`src/rtl/pipeline_mem_access_pkg.sv`:
```
// ============================================================================
// Module : pipeline_mem_access_pkg
// Brief  : Shared MEM-stage types: FSM encoding, width codes, byte-lane helper.
// Rev    : 1.0  initial release
// ============================================================================
`default_nettype none

package pipeline_mem_access_pkg;

    typedef enum logic [1:0] {
        ST_IDLE = 2'd0,
        ST_WAIT = 2'd1,
        ST_DONE = 2'd2
    } mem_state_e;

    localparam logic MEM_WORD   = 1'b0;
    localparam logic MEM_BYTE   = 1'b1;
    localparam int   BYTE_LANES = 4;

    function automatic logic [BYTE_LANES-1:0] lane_be(input logic width, input logic [1:0] lane);
        return (width == MEM_BYTE) ? (4'b0001 << lane) : 4'b1111;
    endfunction

endpackage

`default_nettype wire

```
`src/rtl/pipeline_mem_access_if.sv`:
```
// ============================================================================
// Module : pipeline_mem_access_if
// Brief  : req/ack data-bus interface between the MEM stage and memory.
// Rev    : 1.0  initial release
// ============================================================================
`default_nettype none

interface pipeline_mem_access_if #(
    parameter int ADDR_WIDTH = 32,
    parameter int DATA_WIDTH = 32
);
    logic                  bus_req;
    logic                  bus_we;
    logic [ADDR_WIDTH-1:0] bus_addr;
    logic [3:0]            bus_be;
    logic [DATA_WIDTH-1:0] bus_wdata;
    logic [DATA_WIDTH-1:0] bus_rdata;
    logic                  bus_ack;

    modport master (
        output bus_req, bus_we, bus_addr, bus_be, bus_wdata,
        input  bus_rdata, bus_ack
    );

    modport slave (
        input  bus_req, bus_we, bus_addr, bus_be, bus_wdata,
        output bus_rdata, bus_ack
    );
endinterface

`default_nettype wire

```
`src/rtl/pipeline_mem_access_mem_load_format.sv`:
```
// ============================================================================
// Module : mem_load_format
// Brief  : Load-data lane select with sign/zero extension for byte loads.
// Rev    : 1.0  initial release
// ============================================================================
`default_nettype none

module mem_load_format
    import pipeline_mem_access_pkg::*;
#(
    parameter int DATA_WIDTH = 32
) (
    input  wire logic [DATA_WIDTH-1:0] i_rdata,
    input  wire logic [1:0]            i_lane,
    input  wire logic                  i_width,
    input  wire logic                  i_sign_extend,
    output logic      [DATA_WIDTH-1:0] o_data
);

    logic [7:0] w_byte;

    always_comb begin
        w_byte = i_rdata[{i_lane, 3'b000} +: 8];
        if (i_width == MEM_WORD) begin
            o_data = i_rdata;
        end else begin
            o_data = {{(DATA_WIDTH-8){i_sign_extend & w_byte[7]}}, w_byte};
        end
    end

endmodule

`default_nettype wire

```
`src/rtl/pipeline_mem_access.sv`:
```
// ============================================================================
// Module : pipeline_mem_access
// Brief  : MEM stage: req/ack bus transaction, stall, load format, writeback.
//          Optional bus timeout fault enabled by defining MEM_TIMEOUT_EN.
// Rev    : 1.0  initial release
// ============================================================================
`default_nettype none

module pipeline_mem_access
    import pipeline_mem_access_pkg::*;
#(
    parameter int ADDR_WIDTH     = 32,
    parameter int DATA_WIDTH     = 32,
    parameter int TIMEOUT_CYCLES = 255
) (
    input  wire logic                  clk,
    input  wire logic                  rst,
    input  wire logic                  flush,
    input  wire logic [ADDR_WIDTH-1:0] pc_in,
    input  wire logic [DATA_WIDTH-1:0] inst_in,
    input  wire logic [DATA_WIDTH-1:0] alu_res_in,
    input  wire logic                  mem_width_in,
    input  wire logic                  sign_extend_in,
    input  wire logic                  mem_rw_in,
    input  wire logic                  mem_enable_in,
    input  wire logic [DATA_WIDTH-1:0] mem_write_in,
    input  wire logic                  wb_src_in,
    input  wire logic                  wb_reg_in,
    output logic      [ADDR_WIDTH-1:0] pc_out,
    output logic      [DATA_WIDTH-1:0] inst_out,
    output logic      [DATA_WIDTH-1:0] wb_data_out,
    output logic                       wb_reg_out,
    output logic                       stall_req,
    output logic                       fault_out,
    pipeline_mem_access_if.master      bus
);

    mem_state_e            state_q, state_d;
    logic [DATA_WIDTH-1:0] rdata_q, rdata_d;
    logic                  flush_q, flush_d;
    logic                  w_start;
    logic                  w_req;
    logic                  w_fault;
    logic                  w_kill;
    logic [DATA_WIDTH-1:0] w_load;

`ifdef MEM_TIMEOUT_EN
    localparam int              CNT_W      = $clog2(TIMEOUT_CYCLES + 1);
    localparam logic [CNT_W-1:0] c_CNT_LAST = CNT_W'(TIMEOUT_CYCLES - 1);
    logic [CNT_W-1:0] cnt_q, cnt_d;
    logic             fault_q, fault_d;
    assign w_fault = fault_q;
`else
    assign w_fault = 1'b0;
`endif

    assign w_start = mem_enable_in & ~flush;

    always_comb begin
        state_d = state_q;
        rdata_d = rdata_q;
        flush_d = flush_q;
`ifdef MEM_TIMEOUT_EN
        cnt_d   = cnt_q;
        fault_d = 1'b0;
`endif
        case (state_q)
            ST_IDLE: begin
                if (w_start) begin
                    if (bus.bus_ack) begin
                        state_d = ST_DONE;
                        rdata_d = bus.bus_rdata;
                    end else begin
                        state_d = ST_WAIT;
`ifdef MEM_TIMEOUT_EN
                        cnt_d   = '0;
`endif
                    end
                end
            end
            ST_WAIT: begin
                // A flushed transaction still runs to completion; only its writeback dies.
                if (flush) flush_d = 1'b1;
                if (bus.bus_ack) begin
                    state_d = ST_DONE;
                    rdata_d = bus.bus_rdata;
                end
`ifdef MEM_TIMEOUT_EN
                else if (cnt_q == c_CNT_LAST) begin
                    state_d = ST_DONE;
                    rdata_d = '0;
                    fault_d = 1'b1;
                end else begin
                    cnt_d = cnt_q + 1'b1;
                end
`endif
            end
            ST_DONE: begin
                state_d = ST_IDLE;
                flush_d = 1'b0;
            end
            default: state_d = ST_IDLE;
        endcase
    end

    always_ff @(posedge clk or posedge rst) begin
        if (rst) begin
            state_q <= ST_IDLE;
            rdata_q <= '0;
            flush_q <= 1'b0;
`ifdef MEM_TIMEOUT_EN
            cnt_q   <= '0;
            fault_q <= 1'b0;
`endif
        end else begin
            state_q <= state_d;
            rdata_q <= rdata_d;
            flush_q <= flush_d;
`ifdef MEM_TIMEOUT_EN
            cnt_q   <= cnt_d;
            fault_q <= fault_d;
`endif
        end
    end

    mem_load_format #(
        .DATA_WIDTH (DATA_WIDTH)
    ) u_load_format (
        .i_rdata       (rdata_q),
        .i_lane        (alu_res_in[1:0]),
        .i_width       (mem_width_in),
        .i_sign_extend (sign_extend_in),
        .o_data        (w_load)
    );

    // Request is combinational so reset removes it in the same cycle.
    assign w_req = ((state_q == ST_IDLE) & w_start | (state_q == ST_WAIT)) & ~rst;
    assign w_kill = flush | ((state_q == ST_DONE) & (flush_q | w_fault));

    assign bus.bus_req   = w_req;
    assign bus.bus_we    = w_req & mem_rw_in;
    assign bus.bus_addr  = {alu_res_in[ADDR_WIDTH-1:2], 2'b00};
    assign bus.bus_be    = lane_be(mem_width_in, alu_res_in[1:0]);
    assign bus.bus_wdata = (mem_width_in == MEM_BYTE) ? {BYTE_LANES{mem_write_in[7:0]}} : mem_write_in;

    assign stall_req   = w_req;
    assign fault_out   = w_fault & ~rst;
    assign wb_reg_out  = wb_reg_in & ~w_kill & ~rst;
    assign wb_data_out = (wb_src_in & (state_q == ST_DONE)) ? w_load : alu_res_in;
    assign pc_out      = pc_in;
    assign inst_out    = inst_in;

endmodule

`default_nettype wire

```
`src/flat_wrapper.sv`:
```
// flat-port wrapper written by rule: the top's interface ports become plain ports
module pipeline_mem_access_flat import pipeline_mem_access_pkg::*;
#(
    parameter int ADDR_WIDTH     = 32,
    parameter int DATA_WIDTH     = 32,
    parameter int TIMEOUT_CYCLES = 255
)
  (clk, rst, flush, pc_in, inst_in, alu_res_in, mem_width_in, sign_extend_in, mem_rw_in, mem_enable_in, mem_write_in, wb_src_in, wb_reg_in, pc_out, inst_out, wb_data_out, wb_reg_out, stall_req, fault_out, bus_bus_req, bus_bus_we, bus_bus_addr, bus_bus_be, bus_bus_wdata, bus_bus_rdata, bus_bus_ack);
  pipeline_mem_access_if #(.ADDR_WIDTH(ADDR_WIDTH), .DATA_WIDTH(DATA_WIDTH)) bus_i ();
  input  wire logic clk;
  input  wire logic rst;
  input  wire logic flush;
  input  wire logic [ADDR_WIDTH-1:0] pc_in;
  input  wire logic [DATA_WIDTH-1:0] inst_in;
  input  wire logic [DATA_WIDTH-1:0] alu_res_in;
  input  wire logic mem_width_in;
  input  wire logic sign_extend_in;
  input  wire logic mem_rw_in;
  input  wire logic mem_enable_in;
  input  wire logic [DATA_WIDTH-1:0] mem_write_in;
  input  wire logic wb_src_in;
  input  wire logic wb_reg_in;
  output logic      [ADDR_WIDTH-1:0] pc_out;
  output logic      [DATA_WIDTH-1:0] inst_out;
  output logic      [DATA_WIDTH-1:0] wb_data_out;
  output logic wb_reg_out;
  output logic stall_req;
  output logic fault_out;
  output wire logic [$bits(bus_i.bus_req)-1:0] bus_bus_req;
  output wire logic [$bits(bus_i.bus_we)-1:0] bus_bus_we;
  output wire logic [$bits(bus_i.bus_addr)-1:0] bus_bus_addr;
  output wire logic [$bits(bus_i.bus_be)-1:0] bus_bus_be;
  output wire logic [$bits(bus_i.bus_wdata)-1:0] bus_bus_wdata;
  input wire logic [$bits(bus_i.bus_rdata)-1:0] bus_bus_rdata;
  input wire logic [$bits(bus_i.bus_ack)-1:0] bus_bus_ack;
  assign bus_bus_req = bus_i.bus_req;
  assign bus_bus_we = bus_i.bus_we;
  assign bus_bus_addr = bus_i.bus_addr;
  assign bus_bus_be = bus_i.bus_be;
  assign bus_bus_wdata = bus_i.bus_wdata;
  assign bus_i.bus_rdata = bus_bus_rdata;
  assign bus_i.bus_ack = bus_bus_ack;
  pipeline_mem_access #(.ADDR_WIDTH(ADDR_WIDTH), .DATA_WIDTH(DATA_WIDTH), .TIMEOUT_CYCLES(TIMEOUT_CYCLES)) u_core (.clk(clk), .rst(rst), .flush(flush), .pc_in(pc_in), .inst_in(inst_in), .alu_res_in(alu_res_in), .mem_width_in(mem_width_in), .sign_extend_in(sign_extend_in), .mem_rw_in(mem_rw_in), .mem_enable_in(mem_enable_in), .mem_write_in(mem_write_in), .wb_src_in(wb_src_in), .wb_reg_in(wb_reg_in), .pc_out(pc_out), .inst_out(inst_out), .wb_data_out(wb_data_out), .wb_reg_out(wb_reg_out), .stall_req(stall_req), .fault_out(fault_out), .bus(bus_i));
endmodule
```
`config.mk`:
```
export PLATFORM = sky130hd
export DESIGN_NAME = pipeline_mem_access_flat
export DESIGN_NICKNAME = d
export VERILOG_FILES = /design/src/rtl/pipeline_mem_access_pkg.sv /design/src/rtl/pipeline_mem_access_if.sv /design/src/rtl/pipeline_mem_access_mem_load_format.sv /design/src/rtl/pipeline_mem_access.sv /design/src/flat_wrapper.sv
export SDC_FILE = /design/constraint.sdc
export NUM_CORES = 1
export LEC_CHECK = 0
export BUFFER_PORTS_ARGS = -buffer_cell sky130_fd_sc_hd__buf_4
export CAP_MARGIN = 25
export CORE_AREA = 2 2 131 133
export CTS_CLUSTER_SIZE = 10
export DETAILED_ROUTE_END_ITERATION = 12
export DIE_AREA = 0 0 133 135
export GPL_ROUTABILITY_DRIVEN = 0
export GPL_TIMING_DRIVEN = 0
export PLACE_DENSITY_LB_ADDON = 0.05
export SETUP_SLACK_MARGIN = 0.05
export SYNTH_ARGS = -nofsm -noshare
export SYNTH_HDL_FRONTEND = slang
export SYNTH_SLANG_ARGS = --single-unit
```
`constraint.sdc`:
```
create_clock -name clk -period 2 [get_ports clk]
set_input_delay 0.4 -clock clk [delete_from_list [all_inputs] [get_ports clk]]
set_output_delay 0.4 -clock clk [all_outputs]
set_load 0.005 [all_outputs]
```
* Yosys cells after proc, flatten, opt, wreduce, memory -nomap -nowiden
Cells that the tools add are included.
** Cells by class
- Equal/unequal tests :: 5
- Shift-type cells :: 2
- Mux-type cells :: 13
- Reduce and logical (&&, ||, !) cells :: 6
- Bitwise operators :: 14
** Operators with widths (count)
- $mux 32 :: 5
- $pmux 32 s2 :: 1
- $shiftx 32x6->8 :: 1
- $and 1x1->1 :: 9
- $mux 2 :: 3
- $reduce_and 2->1 :: 3
- $mux 4 :: 1
- $ne 2x2->1 const B :: 2
- $pmux 2 s2 :: 1
- $reduce_bool 2->1 :: 2
- $shl 1x2->4 const A :: 1
- $not 1->1 :: 3
- $eq 2x1->1 const B :: 1
- $eq 2x2->1 const B :: 1
- $logic_not 2->1 :: 1
- $ne 2x1->1 const B :: 1
- $or 1x1->1 :: 2
- $pmux 1 s2 :: 1
- $mux 1 :: 1
** Storage, ports and cells
- Register bits after elaboration :: 35
- Input bits :: 170
- Logic and storage cells :: 43

* Longest topological paths before layout
Gate-level depths: netlist of the first run.
- Word-level depth :: 6
- Depth in mapped cells :: 6
- Mapped depth without buffers :: 4

* Hierarchy
A second synthesis of the first run with hierarchy kept.
** Unflattened totals
- Cells, all modules :: 398
- Area, all modules :: 3616.0 um2
** Modules (own cells, without submodules)
- pipeline_mem_access :: instances 1, sequential area each 875.8 um2, area each 2939.1 um2, cells each 294
- mem_load_format :: instances 1, sequential area each 0.0 um2, area each 676.9 um2, cells each 104

* Least setup slack after synthesis of the first run
OpenSTA, ideal clock, no wires.
- Path kind :: input to output
- From :: in rst
- To :: out bus_bus_we
- Stages :: 2
- Setup slack :: 0.161 ns
- Data arrival time :: 1.439 ns
- Buffers on the path :: 0
- Cell sequence :: inv_1 -> and3_1
** On the way
- Cells in the longest elaborated chain, start to end :: 3
** Ends and longest elaborated chain
- start: declaration :: line flat_wrapper.sv:11 : input wire logic rst;
- $not 1->1 :: line pipeline_mem_access.sv:137 : assign w_req = ((state_q == ST_IDLE) & w_start | (state_q == ST_WAIT)) & ~rst;
- $and 1x1->1 :: line pipeline_mem_access.sv:137
- $and 1x1->1 :: line pipeline_mem_access.sv:141 : assign bus.bus_we = w_req & mem_rw_in;
- end: declaration :: line flat_wrapper.sv:30 : output wire logic [$bits(bus_i.bus_we)-1:0] bus_bus_we;
Every way passes these cells.

* Worst setup path in the final report of the first run
- From :: reg u_core.rdata_q[7]
- To :: out wb_data_out[28]
** On the way
- Cells in the longest elaborated chain, start to end :: 4
** Ends and longest elaborated chain
- start: declaration :: line pipeline_mem_access.sv:39 : logic [DATA_WIDTH-1:0] rdata_q, rdata_d;
- start signal: assignment :: line pipeline_mem_access.sv:117 : rdata_q <= rdata_d;
- $shiftx 32x6->8 :: line pipeline_mem_access_mem_load_format.sv:23 : w_byte = i_rdata[{i_lane, 3'b000} +: 8];
- $and 1x1->1 :: line pipeline_mem_access_mem_load_format.sv:27 : o_data = {{(DATA_WIDTH-8){i_sign_extend & w_byte[7]}}, w_byte};
- $mux 32 :: line pipeline_mem_access_mem_load_format.sv:24 : if (i_width == MEM_WORD) begin
- $mux 32 :: line pipeline_mem_access.sv:149 : assign wb_data_out = (wb_src_in & (state_q == ST_DONE)) ? w_load : alu_res_in;
- end: declaration :: line flat_wrapper.sv:25 : output logic [DATA_WIDTH-1:0] wb_data_out;
Every way passes these cells.

==> results of run 1 <==
==> repair_timing <==
item | CTS | global route
endpoints found under the setup margin | 57 | 34
resized for setup | 42 | 10
hold buffers | 0 | 0
cloned | 1 | 2
setup buffers | 4 | 5
pin swaps | 3 | 1
==> power by group through the flow <==
stage	registers (mW)	logic (mW)	clock network, mW
after floorplan	0.978	0.658	0
after global placement	1.03	1.31	0
after detailed placement	1.03	1.31	0
after CTS	1.04	1.41	0.794
after global routing	1.07	1.54	0.829
final	1.04	1.41	0.772
==> cells by family after synthesis <==
kind of cell | share of synthesized area
muxes | 0.143
and+or+nand+nor | 0.117
AOI/OAI and AO/OA | 0.155
buffers and inverters | 0.312
other | 0.00116
DFF | 0.271
==> flip-flops by register name (all words and copies together) (netlist names) <==
| register | flops |
|---|---|
| u_core.rdata_q | 32 |
| u_core.flush_q | 1 |
| u_core.state_q | 2 |
==> cells in the final DEF, fill, tap and decap left out, drive strengths merged, types with 2 or more instances in the layout <==
master     n
a21oi      9
a22oi      7
a31oi     25
and3       2
buf      398
clkbuf    17
conb       3
dfrtp     35
inv       29
mux2      32
mux2i      8
nand2     12
nand2b    25
nor2      35
o21ai     27
o2bb2ai    8
==> worst paths after layout <==
check	end	slack (ns)	cells after the start
min in group clk	u_core.state_q[0]	0.28	2
max in group asynchronous	u_core.rdata_q[23]	1.48	2
min	u_core.state_q[0]	0.16	2
max reg2reg	u_core.rdata_q[0]	0.22	5
min reg2reg	u_core.rdata_q[6]	0.51	1
max	wb_data_out[28]	-0.13	5
==> area by class of cell <==
class / count / area, um2
Buffer: 126 / 975
Clock buffer: 6 / 139
Clock inverter: 1 / 5.00
Fill cell: 1709 / 10400
Inverter: 29 / 111
Multi-Input combinational cell: 198 / 1460
Sequential cell: 35 / 876
Tap cell: 220 / 275
Timing Repair Buffer: 283 / 2150
==> metal layers <==
metal	share of wire	wire, um	vias up
met3	0.059	899	4
met1	0.37	5670	1692
met2	0.56	8530	153
met4	0.0047	72	0
li1	-	-	1761
met5	0	0	-
==> worst reg2reg max path: cells and delay by family (launching register included) <==
kind / cells / cell delay [ns]
AOI/OAI and AO/OA: 1 / 0.18
muxes: 1 / 0.38
and+or+nand+nor: 1 / 0.22
buffers and inverters: 2 / 0.49
DFF: 1 / 0.40
==> results.md, run 1 <==
* Worst path bufs/invs at 2
* Most frequent cells after synthesis: buf_4 (106), dfrtp_1 (35), nor2_1 (35)
* Drt first-iter violations at 103
* Critical Path Fanout Max at 5
* Inst Count DP at just under 900
* Latest clock arrival within the worst-skew pair at 0.27 ns
* WP data arrival at roughly 1.7 ns
* Number of buffers created by CTS at 5
* Layout cells sized above 1 at 0.692
* Setup crit end kind: output pin
* Setup slack at placement at -0.381 ns
* Dominant synthesized flop cell: dfrtp_1
* DP HPWL at 12600 um
* Final min period at 2.13 ns
* Fin crit share at 1.06
* DIE HEIGHT at 135 um
* Final Cell Area at 0.00599 mm2
* Post-Syn Area at roughly 0.0032 mm2
* Clk pwr share at 0.240
* Core ar. at 0.0164 mm2
* Yosys reg bits at 35
* CP top delay family: multiplexers
* Switching share of power at 0.305
* Met1 Usage GRT at 0.172
* Fin. max-slew vios at 0
* WL final at 15200 um
* Die area at 0.0180 mm2
* Yosys top cell area share at 0.271
* Fin cells at 898
* Peak supply drop at around 320 uV
* Cells after Synth at 387
* Clk_skew at 0.00493 ns
* Worst path max stage delay at 0.50 ns
* Leakage Power at 3.10 nW
* Quantity of I/O buffers inserted on ports at 271
* Async set-reset flop share out of synthesis at 1.00
* Worst setup startpoint: u_core.rdata_q[7]
* Root cell of the clock tree: clkbuf_16
* Synth Area per Inst at approximately 8.3 um2
* Gr usage total at 0.154
* P_sw at 0.982 mW
* Violated checks: negative setup slack
* Area of placed instances at 0.00554 mm2
* Final setup vio count at 27
* Synth top area cells: dfrtp_1 (27%), buf_4 (25%), mux2_2 (11%)
* Worst path cell trace: mux4_2 -> nand3_4 -> buf_6 -> a31oi_2 -> buf_4
* Launching element type of the critical path: flip-flop
* CTS tree: yes
* Sequential fraction of design power at 0.324
* ANT cells at 0
* Register area share after synthesis at 0.271
* Logic pwr share at 0.437
* Routed via count at ~3.6k
* Starting Density at 0.197
* RSZ-0062 raised after global routing: yes
* WP data required at 1.60 ns
* Synth unique cells at 25
* Critical Path Slowest Stage Cell: mux4_2
* Pwr dens at roughly 540 mW/mm2
* Clk sinks at 35
* Reg clk slew, reported paths at 0.06 ns
* Setup TNS at -2.55 ns
* Setup WS post-layout at -0.129 ns
* Via density at 4.02
* Worst Hold Class: in2async
* Max Fclk at 0.470 GHz
* Initial antenna violation count at 0
* Top Usage Layer GRT: met2
* Final Hold Viols at 0
* Number of global-route vias before repair at 3573
* Fin Hold WS at 0.160 ns
* Synth area leader: dfrtp_1
* Grt ovf at 0
* Worst Setup Path Type: reg2out
* First-pass GRT wire length at ~21000 um
* Nets at 848
* Syn-to-layout area delta at 85.7%
* Ys Warns at 0
* Pwr Total at 3.22 mW
* DRC viols at 0
* Reg-to-Reg Start: u_core.state_q[0]
* EDFF count, synth at 0
* Wire per inst at 16.9 um
* Io pins at 339
* Clk buf depth at 2
* Num rows at 47
* H-tree lvl count at 2
* Drt pass-1 iters at 4
* Max-cap check violation count at 0
* Die width at 133 um
* Largest net degree at the start of global routing at 37
* Post-layout util at 0.365
* Grt met2 use at 0.308
* ANT nets after route at 0
* Most common cell in the netlist: buf_4
* Status: complete, but fails checks
* Cell-internal power at 2.24 mW
* GR met3 Demand/Resource at 0.0308
Power figures use the tool's default switching activity.
==> run 2, diff against run 1 <==
--- a/config.mk
+++ b/config.mk
@@ -17,4 +17,5 @@
 export SETUP_SLACK_MARGIN = 0.05
 export SYNTH_ARGS = -nofsm -noshare
 export SYNTH_HDL_FRONTEND = slang
+export SYNTH_HIERARCHICAL = 1
 export SYNTH_SLANG_ARGS = --single-unit
==> constraint.sdc (replaced) <==
create_clock -name clk -period 2.3 [get_ports clk]
set_input_delay 0.46 -clock clk [delete_from_list [all_inputs] [get_ports clk]]
set_output_delay 0.46 -clock clk [all_outputs]
set_load 0.005 [all_outputs]
==> run 2 against run 1 <==
Net effect:
- the flow now finishes without violations
- hold slack better by 0.19 ns
- via count rose by 2.0%
- clock power shrank 18%
- area after synthesis is 12% higher
- combinational power hardly changed
- synthesized cell count increased by 2.8%
- register-to-register slack improved by 0.60 ns
- final area up 6.5%
- critical endpoint is now wb_data_out[30]
- highest routed layer unchanged
==> results.md, run 2 <==
* Async set-reset flop share out of synthesis at 1.00 (unchanged)
* Leakage Power at 3.48 nW (+12%)
* Critical Path Slowest Stage Cell: o32a_4
* Final setup vio count at 0 (-100%)
* Reg clk slew, reported paths at 0.05 ns (about the same)
* Pwr dens at 456 mW/mm2 (-15%)
* DP HPWL at 13300 um (+5.7%)
* Die area at 0.0180 mm2 (unchanged)
* FF/Latch Area at 878 um2 (+0.29%)
* Critical Path Fanout Max at 10 (+5)
* Synth unique cells at 29 (+16%)
* Worst path max stage delay at 0.28 ns (-0.22 ns)
* Post-Syn Area at 0.00362 mm2 (+12%)
* Die width at 133 um (unchanged)
* Status: finished, final reports clean
* Synth area leader: dfrtp_1
* Via density at 4.07 (+1.3%)
* Regs by FF count: u_core/rdata_q: 32 flops, u_core/state_q: 2 flops, u_core/flush_q: 1 flops
* Worst Hold Class: in2reg
* Number of global-route vias before repair at 3638 (+1.8%)
* First-pass GRT wire length at 22400 um (+6.2%)
* Fin. max-slew vios at 0 (unchanged)
* Root cell of the clock tree: clkbuf_16
* Largest register by flop count: u_core/rdata_q
* Dominant synthesized flop cell: dfrtp_1
* Dominant cell type by count on the critical path: buf_12
* ANT cells at 0 (unchanged)
* Pwr Total at 2.91 mW (-9.8%)
* Final Hold Viols at 0 (unchanged)
* Final min period at 2.28 ns
* Yosys top cell area share at 0.242 (-0.0292)
* Fin crit share at 0.991
* Clk buf depth at 2 (unchanged)
* Number of buffers created by CTS at 5 (unchanged)
* Most frequent cells in the layout: buf_4 (366), inv_1 (55), mux2_2 (35), o21ai_0 (35), dfrtp_1 (33)
* Setup WS post-layout at 0.0213 ns (+0.150 ns)
* Max-cap check violation count at 0 (unchanged)
* Synth top area cells: dfrtp_1 (24%), buf_4 (23%), mux2_4 (12%)
* WP data required at 1.84 ns (+0.24 ns)
* Initial antenna violation count at 0 (unchanged)
* WL final at 16000 um (+5.8%)
* Number of flip-flops in the largest register at 32 (unchanged)
* Latest clock arrival within the worst-skew pair at 0.27 ns (about the same)
* Reg-to-Reg Start: u_core/state_q[0]
* R2R depth at 3 (-2)
* Setup slack at placement at -0.172 ns (+0.209 ns)
* Most frequent cells after synthesis: buf_4 (110), inv_1 (56), o21ai_0 (39)
* Peak supply drop at 254 uV (-20%)
* DRC viols at 0 (unchanged)
* Post-layout util at 0.389 (+0.0238)
* Wire per inst at 17.7 um (+5.0%)
* Max Fclk at 0.439 GHz
* Fin Hold WS at 0.347 ns (+0.187 ns)
* Slew HR at 0.464
* Core ar. at 0.0164 mm2 (unchanged)
* Quantity of I/O buffers inserted on ports at 270 (-0.37%)
* WP data arrival at 1.82 ns (+0.09 ns)
* Io pins at 339 (unchanged)
* Inst Count DP at 890 (+1.1%)
* Clk sinks at 35 (unchanged)
* Hold_sp: bus_bus_ack
* Register area share after synthesis at 0.242 (-0.0292)
* Grt ovf at 0 (unchanged)
* Worst Setup Path Type: in2out
* Synth Area per Inst at 9.09 um2 (+9.0%)
* Slew @ Worst Pin at 0.803 ns
* Drt pass-1 iters at 4 (unchanged)
* FILL cells at 1693 (-0.94%)
* ANT nets after route at 0 (unchanged)
* Yosys reg bits at 35 (unchanged)
* Worst path cell trace: buf_12 -> buf_8 -> mux2i_4 -> o32a_4 -> buf_12 -> o21ai_2 -> mux2_2 -> buf_4
* Most common cell in the netlist: buf_4
* Layout cells sized above 1 at 0.742 (+0.0499)
* Most common cell after layout, fill and taps aside: buf_4
* Hold EP: u_core/state_q[0]
* Final Cell Area at 0.00638 mm2 (+6.5%)
* Drt first-iter violations at 78 (-24%)
* Fin cells at 905 (+0.78%)
* Routed via count at 3684 (+2.0%)
* Launching element type of the critical path: input pin
* Num rows at 47 (unchanged)
* Syn-to-layout area delta at 76.5%
* Cells after Synth at 398 (+2.8%)
* EDFF count, synth at 0 (unchanged)
* Reg2reg setup slack at 0.82 ns (+0.60 ns)
* Reg-to-Reg End: u_core/rdata_q[19]
* Starting Density at 0.220 (+0.0237)
* Setup TNS at 0 ns (+2.55 ns)
* Largest net degree at the start of global routing at 36 (-2.7%)
* Multi-input gate area at 0.00170 mm2 (+16%)
* Worst setup startpoint: alu_res_in[1]
* Ys Warns at 6 (+6)
* Gr usage total at 0.165 (+0.0106)
* Clk_skew at 0.00254 ns (-0.00239 ns)
* Nets at 856 (+0.94%)
* Hold Path Stages at 2
* Setup crit end kind: output pin
* CTS tree: yes
* RSZ-0062 raised after global routing: yes
* H-tree lvl count at 2 (unchanged)
* DIE HEIGHT at 135 um (unchanged)
* Area of placed instances at 0.00593 mm2 (+6.9%)
## run 2: power by group
part           leakage (nW)  switching (mW)  internal (mW)
clock network        0.0628           0.240          0.389
registers             0.414           0.134          0.769
logic                  3.00           0.520          0.856
total                  3.48           0.894           2.01
## run 2: worst max-delay path by stage
stage	endpoint	slack, ns	cells past startpoint
floorplan	wb_data_out[11]	0.31	6
global route	wb_data_out[21]	-0.02	8
detailed placement	wb_data_out[15]	-0.17	8
CTS	wb_data_out[19]	0.007	5
global placement	wb_data_out[4]	-0.17	8
finish	wb_data_out[30]	0.02	8
## run 2: kinds of logic after synthesis
group | after synthesis | share of synthesized area
compound gates | 79 | 0.142
simple gates | 28 | 0.0429
flops | 35 | 0.242
other cells | 1 | 0.00104
mux | 73 | 0.258
buf+inv | 182 | 0.314
## run 2: layer usage
layer | wire length (um) | track usage
met1 | 6500 | 0.206
met2 | 8520 | 0.303
met3 | 941 | 0.0282
met4 | 86 | 0.0233
met5 | 0 | 0
## run 2: critical path: cells and delay by family
family	cells	cell delay, ns
muxes	2	0.50
AOI/OAI and AO/OA	2	0.35
buffers and inverters	4	0.50
## run 2: repair_timing
item,in CTS,in global routing
setup buffers,3,5
gates cloned,0,1
endpoints found under the setup margin,32,32
hold buffers,0,0
hold endpoints to repair,0,0
pin swaps,1,2
gates resized for setup,15,52
## run 2: final cells by class
| class | instances | area share |
|---|---|---|
| buffer | 126 | 0.155 |
| clock buffer | 6 | 0.0202 |
| inverter | 56 | 0.0329 |
| multi-input combinational | 183 | 0.266 |
| sequential | 35 | 0.138 |
| tap | 220 | 0.0431 |
| timing repair buffer | 279 | 0.345 |
==> run 3, diff against run 2 <==
--- a/config.mk
+++ b/config.mk
@@ -5,12 +5,12 @@
 export SDC_FILE = /design/constraint.sdc
 export NUM_CORES = 1
 export LEC_CHECK = 0
-export BUFFER_PORTS_ARGS = -buffer_cell sky130_fd_sc_hd__buf_4
 export CAP_MARGIN = 25
 export CORE_AREA = 2 2 131 133
 export CTS_CLUSTER_SIZE = 10
 export DETAILED_ROUTE_END_ITERATION = 12
 export DIE_AREA = 0 0 133 135
+export DONT_BUFFER_PORTS = 1
 export GPL_ROUTABILITY_DRIVEN = 0
 export GPL_TIMING_DRIVEN = 0
 export PLACE_DENSITY_LB_ADDON = 0.05
==> run 3 against run 2 <==
Net effect:
- global-route usage down 1.5 points
- wire length decreased by 8.8%
- critical path type is now reg2out
- sequential power down 0.9%
- register-to-register slack about the same
- final cell count shrank 30%
- largest power group is now sequential cells
- die area stayed put
- highest routed layer unchanged
- sequential share of layout area increased by 7.8 points
- first-iteration DRC count rose by 38%
- clock skew up 0.0021 ns
- count of clock-buffer cells in the layout decreased by 1
- via count fell by 27%
==> results.md, run 3 (synthesis results as in run 2) <==
* Starting Density at 0.220 (unchanged)
* Drt first-iter violations at 108 (+38%)
* Multi-input gate area at 0.00162 mm2 (-4.8%)
* Largest register by flop count: u_core/rdata_q
* Final Hold Viols at 0 (unchanged)
* Latest clock arrival within the worst-skew pair at 0.28 ns (about the same)
* Most frequent cells in the layout: buf_4 (111), inv_1 (55), o21ai_0 (39)
* Crit path capture: wb_data_out[15]
* Quantity of I/O buffers inserted on ports at 0 (-100%)
* Wire per inst at 23.2 um (+31%)
* Core ar. at 0.0164 mm2 (unchanged)
* Worst setup startpoint: u_core/rdata_q[15]
* DP HPWL at 12400 um (-7.3%)
* Routed wl met3 at 979 um (+4.0%)
* Number of global-route vias before repair at 2652 (-27%)
* First-pass GRT wire length at 19100 um (-15%)
* Slew @ Worst Pin at 0.816 ns (+0.0128 ns)
* Critical Path Slowest Stage Cell: dfrtp_1
* CTS tree: yes
* Drt pass-1 iters at 4 (unchanged)
* Gr usage total at 0.150 (-0.0153)
* Clk buf depth at 2 (unchanged)
* Peak supply drop at 223 uV (-12%)
* Number of flip-flops in the largest register at 32 (unchanged)
* Root cell of the clock tree: clkbuf_16
* Die area at 0.0180 mm2 (unchanged)
* Launching element type of the critical path: flip-flop
* Worst path cell trace: mux2i_2 -> o32a_4 -> buf_8 -> o21ai_2 -> mux2_4
* Worst Hold Class: in2async
* ANT nets after route at 0 (unchanged)
* DIE HEIGHT at 135 um (unchanged)
* Pwr Total at 2.43 mW (-17%)
* Final Cell Area at 0.00407 mm2 (-36%)
* Io pins at 339 (unchanged)
* Die width at 133 um (unchanged)
* Number of buffers created by CTS at 5 (unchanged)
* R2R depth at 3 (unchanged)
* Worst Setup Path Type: reg2out
* Setup WS post-layout at 0.106 ns (+0.0846 ns)
* Status: finished, final reports clean
* DR top layer: met4
* Max Fclk at 0.456 GHz (+3.9%)
* Reg2reg setup slack at 0.82 ns (about the same)
* Reg clk slew, reported paths at 0.06 ns (about the same)
* # hold bufs at CTS at 0 (unchanged)
* H-tree lvl count at 2 (unchanged)
* Reg-to-Reg End: u_core/rdata_q[22]
* Leakage Power at 2.06 nW (-41%)
* Critical Path Fanout Max at 10 (unchanged)
* FILL cells at 1787 (+5.6%)
* Setup slack at placement at -0.0231 ns (+0.149 ns)
* Worst path max stage delay at 0.44 ns (+0.16 ns)
* Met2 wire len at 7680 um (-9.9%)
* Reg-to-Reg Start: u_core/state_q[0]
* Metal-1 WL at 5830 um (-10%)
* FF/Latch Area at 876 um2 (-0.28%)
* Nets at 578 (-32%)
* Fin. max-slew vios at 0 (unchanged)
* Clk sinks at 35 (unchanged)
* Area of placed instances at 0.00390 mm2 (-34%)
* WP data arrival at 1.73 ns (-0.09 ns)
* Num rows at 47 (unchanged)
* Via density at 4.29 (+5.3%)
* WL final at 14600 um (-8.8%)
* Clk_skew at 0.00465 ns (+0.00211 ns)
* DRC viols at 0 (unchanged)
* Most common cell after layout, fill and taps aside: buf_4
* Fin crit share at 0.954 (-0.0368)
* Grt ovf at 0 (unchanged)
* Initial antenna violation count at 1 (+1)
* Setup TNS at 0 ns (unchanged)
* Routed via count at 2701 (-27%)
* Final min period at 2.19 ns (-0.0846 ns)
* Largest net degree at the start of global routing at 36 (unchanged)
* Pwr dens at 596 mW/mm2 (+31%)
* RSZ-0062 raised after global routing: yes
* Setup crit end kind: output pin
* Syn-to-layout area delta at 12.5%
* Regs by FF count: u_core/rdata_q: 32 flops, u_core/state_q: 2 flops, u_core/flush_q: 1 flops
* WP data required at 1.84 ns (about the same)
* Max-cap check violation count at 0 (unchanged)
* Layout cells sized above 1 at 0.538 (-0.204)
* Fin Hold WS at 0.217 ns (-0.130 ns)
* Slew HR at 0.455 (-0.00854)
* Final setup vio count at 0 (unchanged)
## run 3: final cells by class
type | instances | area share
clock buffer | 5 | 0.0308
antenna | 1 | 0.000615
multi-input combinational | 183 | 0.397
clock inverter | 3 | 0.00369
timing repair buffer | 1 | 0.00185
sequential | 35 | 0.215
tap | 220 | 0.0677
buffer | 126 | 0.231
inverter | 56 | 0.0517
## run 3: where the power goes
group | leakage (nW) | internal (mW) | switching [mW] | total [mW]
logic | 1.57 | 0.471 | 0.401 | 0.871
registers | 0.416 | 0.767 | 0.126 | 0.894
clock network | 0.0734 | 0.395 | 0.265 | 0.660
## run 3: what timing repair did
| item | 4_1_cts | 5_1_grt |
|---|---|---|
| pin swaps | 0 | 1 |
| resized for setup | 3 | 5 |
| setup buffers | 0 | 1 |
| endpoints found under the setup margin | 20 | 25 |
## run 3: critical path: cells and delay by family (launching register included)
kind	cells	cell delay (ns)
buffers and inverters	1	0.17
muxes	2	0.52
AOI/OAI and AO/OA	2	0.32
DFF	1	0.44
## run 3: worst min-delay path by stage
stage | startpoint | to | slack (ns) | cells after the start
floorplan | u_core/rdata_q[25] | u_core/rdata_q[25] | 0.48 | 1
finish | rst | u_core/flush_q | 0.22 | 1
global placement | u_core/rdata_q[0] | u_core/rdata_q[0] | 0.50 | 1
global route | bus_bus_ack | u_core/state_q[0] | 0.23 | 1
CTS | bus_bus_ack | u_core/state_q[0] | 0.23 | 1
detailed placement | u_core/flush_q | u_core/flush_q | 0.51 | 2
## run 3: routing by layer
metal	up-vias	track usage
met1	1296	0.178
met2	163	0.276
li1	1234	-
met5	-	0
met4	0	0.0317
met3	8	0.0312
## run 3: metrics by stage
step / cells / utilization
CTS: 628 / 0.247
detailed placement: 620 / 0.238
global route: 629 / 0.248
global placement: 620 / 0.238
finish: 630 / 0.248
floorplan: 400 / -
